===== src/rtl/ma_unit.sv =====
// Memory-access stage: one load or store per request over a req/ack handshake,
// stalling the core until the access completes, is rejected or times out.
module ma_unit #(
   parameter int unsigned TIMEOUT = 255
) (
   input  logic        clk,
   input  logic        reset,
   input  logic        start,
   input  logic        isLd,
   input  logic        isSt,
   input  logic [31:0] aluResult,
   input  logic [31:0] op2,
   output logic        stall,
   output logic        memReq,
   output logic        memWe,
   output logic [31:0] memAddr,
   output logic [31:0] memWdata,
   input  logic [31:0] memRdata,
   input  logic        memAck,
   output logic [31:0] ldResult,
   output logic        done,
   output logic        errValid,
   output logic [1:0]  errCode
);

   // Counter only has to reach TIMEOUT-1.
   localparam int unsigned CntW = (TIMEOUT > 1) ? $clog2(TIMEOUT) : 1;
   localparam logic [CntW-1:0] CntLast = CntW'(TIMEOUT - 1);

   localparam logic [1:0] ErrNone      = 2'b00;
   localparam logic [1:0] ErrMisalign  = 2'b01;
   localparam logic [1:0] ErrTimeout   = 2'b10;
   localparam logic [1:0] ErrBothOps   = 2'b11;

   typedef enum logic [1:0] {
      StIdle,
      StReq,
      StDone,
      StErr
   } stateT;

   stateT           stateQ, stateD;
   logic            memReqQ, memReqD;
   logic            memWeQ, memWeD;
   logic [31:0]     memAddrQ, memAddrD;
   logic [31:0]     memWdataQ, memWdataD;
   logic [31:0]     ldResultQ, ldResultD;
   logic [1:0]      errCodeQ, errCodeD;
   logic [CntW-1:0] cntQ, cntD;

   logic oneOp;
   logic aligned;
   logic accept;

   assign oneOp   = isLd ^ isSt;
   assign aligned = (aluResult[1:0] == 2'b00);
   assign accept  = start & oneOp & aligned;

   always_comb begin
      stateD    = stateQ;
      memReqD   = memReqQ;
      memWeD    = memWeQ;
      memAddrD  = memAddrQ;
      memWdataD = memWdataQ;
      ldResultD = ldResultQ;
      errCodeD  = ErrNone;
      cntD      = cntQ;

      unique case (stateQ)
         StIdle: begin
            if (start) begin
               if (isLd && isSt) begin
                  errCodeD = ErrBothOps;
                  stateD   = StErr;
               end else if (oneOp && !aligned) begin
                  errCodeD = ErrMisalign;
                  stateD   = StErr;
               end else if (oneOp) begin
                  memAddrD  = aluResult;
                  memWdataD = op2;
                  memWeD    = isSt;
                  memReqD   = 1'b1;
                  cntD      = '0;
                  stateD    = StReq;
               end
            end
         end

         StReq: begin
            // Ack has priority over a timeout in the same cycle.
            if (memAck) begin
               memReqD = 1'b0;
               if (!memWeQ) begin
                  ldResultD = memRdata;
               end
               stateD = StDone;
            end else if (cntQ == CntLast) begin
               memReqD  = 1'b0;
               errCodeD = ErrTimeout;
               stateD   = StErr;
            end else begin
               cntD = cntQ + 1'b1;
            end
         end

         StDone: stateD = StIdle;

         StErr: stateD = StIdle;

         default: stateD = StIdle;
      endcase
   end

   always_ff @(posedge clk) begin
      if (reset) begin
         stateQ    <= StIdle;
         memReqQ   <= 1'b0;
         memWeQ    <= 1'b0;
         memAddrQ  <= '0;
         memWdataQ <= '0;
         ldResultQ <= '0;
         errCodeQ  <= ErrNone;
         cntQ      <= '0;
      end else begin
         stateQ    <= stateD;
         memReqQ   <= memReqD;
         memWeQ    <= memWeD;
         memAddrQ  <= memAddrD;
         memWdataQ <= memWdataD;
         ldResultQ <= ldResultD;
         errCodeQ  <= errCodeD;
         cntQ      <= cntD;
      end
   end

   assign stall    = ((stateQ == StIdle) && accept) || (stateQ == StReq);
   assign memReq   = memReqQ;
   assign memWe    = memWeQ;
   assign memAddr  = memAddrQ;
   assign memWdata = memWdataQ;
   assign ldResult = ldResultQ;
   assign done     = (stateQ == StDone);
   assign errValid = (stateQ == StErr);
   assign errCode  = errCodeQ;

endmodule


===== config.mk =====
export PLATFORM = sky130hd
export DESIGN_NAME = ma_unit
export DESIGN_NICKNAME = d
export VERILOG_FILES = /design/src/rtl/ma_unit.sv
export SDC_FILE = /design/constraint.sdc
export NUM_CORES = 1
export LEC_CHECK = 0
export ABC_AREA = 1
export CORE_ASPECT_RATIO = 1.1
export CORE_MARGIN = 4
export CORE_UTILIZATION = 44
export CTS_CLUSTER_SIZE = 24
export DETAILED_ROUTE_END_ITERATION = 12
export GPL_ROUTABILITY_DRIVEN = 0
export HOLD_SLACK_MARGIN = 0.03
export PLACE_DENSITY = 0.95
export SLEW_MARGIN = 10
export SYNTH_ARGS = -nofsm -noshare
export SYNTH_HDL_FRONTEND = slang
export SYNTH_SLANG_ARGS = --single-unit

===== constraint.sdc =====
create_clock -name clk -period 4 [get_ports clk]
set_clock_uncertainty 0.2 [all_clocks]
set_input_delay 0.4 -clock clk [delete_from_list [all_inputs] [get_ports clk]]
set_output_delay 0.4 -clock clk [all_outputs]
set_load 0.03 [all_outputs]

==> results.json <==
{
  "power_density_nw_per_um2": 414,
  "die_h_um": 110,
  "num_antenna_cells": 0,
  "grt_setup_unrepaired": "false",
  "worstReg2RegStart": "stateQ[0]$_SDFFE_PP0P_",
  "setup_violations": 0,
  "grt_overflow": 0,
  "ys_seq_area_share_pct": 52.4,
  "status": "finished clean",
  "first_pass_iters": 4,
  "grt_pass1_wl_um": 20200,
  "layout-drive-gt1-share_pct": 4.61,
  "drc": 0,
  "clkLatencyLatePin_ps": 360,
  "peakVddDrop_mv": 0.259,
  "timing.final.crit_share_pct": 72.8,
  "worstMarginPinSlew_ps": 1050,
  "first_iter_violations": 171,
  "post_drt_via_cell_ratio": 4.93,
  "fp.coreArea_um2": 9350,
  "critPathArrivalTime_ps": 2310,
  "postCtsSetupBuffers": 0,
  "start_kind": "primary input",
  "grt_usage_pct": 22.2,
  "synth_top_cell_by_area": "dfxtp_1",
  "wl_per_cell_um": 14.8,
  "layout_common_cells": "208 x nor2_1, 204 x clkdlybuf4s50_1, 110 x dfxtp_1",
  "slew_headroom_pct": 29.9,
  "maxCapViolCount": 0,
  "seqPwrFrac_pct": 47.6,
  "synth_edf_count": 0,
  "dieArea_um2": 11200,
  "wirelength_um": 12700,
  "synthTopCellsByArea": "dfxtp_1 52%, nor2_1 19%, o21ai_0 6.9%",
  "cp-end-kind": "primary output",
  "r2r_end": "ldResult[7]$_SDFFE_PP0P_",
  "final_common_cell": "nor2_1",
  "grt_max_degree": 67,
  "crit_buf_inv": 3,
  "clockPowerShare_pct": 23.5,
  "final.setup.tns_ps": 0,
  "critPathMaxFanout": 3,
  "netSwitchingPower_uw": 868,
  "cts_sinks": 110,
  "path_clk_slew_ps": 90,
  "clockBufferDepth": 2,
  "cp_cell_sequence": "clkdlybuf4s50_1 -> inv_1 -> ha_1 -> nand2_1 -> nor2_1 -> nand2_2 -> nand2_1 -> clkdlybuf4s50_1",
  "synth_top_area_share_pct": 52.4,
  "ant_nets": 0,
  "synth_nets": 650,
  "syn_area_per_cell_um2": 7.72,
  "syn_area_um2": 4200,
  "grt_pass1_vias": 4229,
  "fmax_ghz": 0.343,
  "postSynth.asyncResetShare_pct": 0,
  "ys.warnings.count": 0,
  "synth_top_family_by_area": "simple AND/OR/NAND/NOR gates",
  "internal-power_uw": 1780,
  "yosys.area_share.simple_pct": 26.4,
  "hold_depth": 2,
  "period_needed_ps": 2910,
  "num_vias": 4212,
  "required_ps": 3400,
  "tritoncts": "done",
  "worstRegToRegCells": 7,
  "combPwrFrac_pct": 29.0,
  "synthMuxAreaShare_pct": 0,
  "final_nets": 838,
  "clockRootBuffer": "clkbuf_8",
  "n_fill_cell": 746,
  "swShare_pct": 32.8,
  "syn2layout_area_growth_pct": 52.2,
  "cts_buffers": 9,
  "dp_cells": 838,
  "r2r_slack_ps": 1710,
  "finalPower_uw": 2640,
  "max_stage_delay_ps": 670,
  "netlist_instances": 544,
  "yosys.area_share.xor_xnor_pct": 0.209,
  "stdcell_count": 854,
  "hold_end": "memAddr[0]$_SDFFE_PP0P_",
  "leakagePower_uw": 0.00265,
  "port_buffers": 204,
  "post-route-util_pct": 68.4,
  "io_pins": 205,
  "hold_viol": 0,
  "cts_resized": 0,
  "synthFlopType": "dfxtp_1",
  "crit_type": "in -> out",
  "worstHoldStart": "memAddr[0]$_SDFFE_PP0P_",
  "dpl.hpwl_um": 9140,
  "drv_slew": 0,
  "cts_max_level": 3,
  "synth_compound_area_share_pct": 13.2,
  "antenna_found_initial": 0,
  "critPathSlowestCell": "clkdlybuf4s50_1",
  "crit_family": "buffers and inverters",
  "hold_path.class": "reg -> reg",
  "synth_seq_cells": 110,
  "cts_hold_buf": 0,
  "die_width_um": 101,
  "synth-adder-area-share_pct": 1.19,
  "rows": 37,
  "initial_core_util_pct": 44.9,
  "synth.distinct_cells": 26
}
==> worst max path at each step <==
stage               slack, ps    end  depth (start not counted)  start
global placement         1160  stall                          8   isSt
CTS                      1090  stall                          8   isSt
detailed placement       1090  stall                          8   isSt
finish                   1090  stall                          8   isSt
floorplan                2210  stall                          6   isSt
global route             1000  stall                          8   isLd
==> per-layer routing <==
layer / up-vias / GRT usage [%] / part of all wire (%)
li1: 2105 / - / -
met1: 1920 / 24.9 / 38
met2: 163 / 38.5 / 51
met3: 24 / 6.70 / 8.5
met4: 0 / 9.04 / 2.4
met5: - / 0 / 0
==> power groups by stage <==
stage / Clock [µW] / Sequential [µW] / Combinational, µW
after CTS: 641 / 1260 / 771
final: 620 / 1260 / 766
after global routing: 692 / 1270 / 823
after detailed placement: 0 / 1280 / 769
after global placement: 0 / 1270 / 749
after floorplan: 0 / 1440 / 281
==> registers in the layout, indices dropped and copies added, names as in the netlist <==
register,count
memWdata,32
ldResult,32
errCode,2
memAddr,32
memWe,1
cntQ,8
stateQ,2
memReq,1
==> Yosys cell counts, types with 3 or more instances <==
library cell,instances
nand3_1,12
inv_2,3
a21oi_1,12
buf_6,8
o21ai_0,58
nand2_1,33
clkbuf_1,10
o21ai_1,38
dfxtp_1,110
ha_1,4
buf_4,3
inv_1,17
nor2_1,208
nor2_4,5
buf_2,9
==> worst min-delay path: stages (launching register included) <==
cell and delay [ps]:
dfxtp_1 320, nand2_1 60, nor2_1 40
==> through the flow <==
| step | hold slack, ps | area (µm²) | setup slack [ps] |
|---|---|---|---|
| final | 260 | 6390 | 1090 |
| after global routing | 287 | 6390 | 1000 |
| after CTS | 264 | 6390 | 1090 |
| after detailed placement | 250 | 6220 | 1090 |
| after global placement | 234 | 6220 | 1160 |
| after floorplan | 256 | 4200 | 2210 |
==> kinds of logic (layout without fill, tap and decap cells) <==
family	after synthesis	count (layout)
xor gates and xnor gates	1	1
and+or+nand+nor	268	268
DFF	110	110
AOI/OAI and AO/OA	110	110
adders and majority gates	4	4
buffers and inverters	51	244
==> area by class of cell <==
type | count | area (µm²) | area share, %
Tap cell | 117 | 146 | 2.29
Timing Repair Buffer | 207 | 2060 | 32.3
Multi-Input combinational cell | 383 | 1720 | 26.9
Sequential cell | 110 | 2200 | 34.4
Clock inverter | 3 | 18.8 | 0.294
Clock buffer | 13 | 159 | 2.49
Inverter | 21 | 81.3 | 1.27
Note: power is estimated with default switching activity, not from simulation.
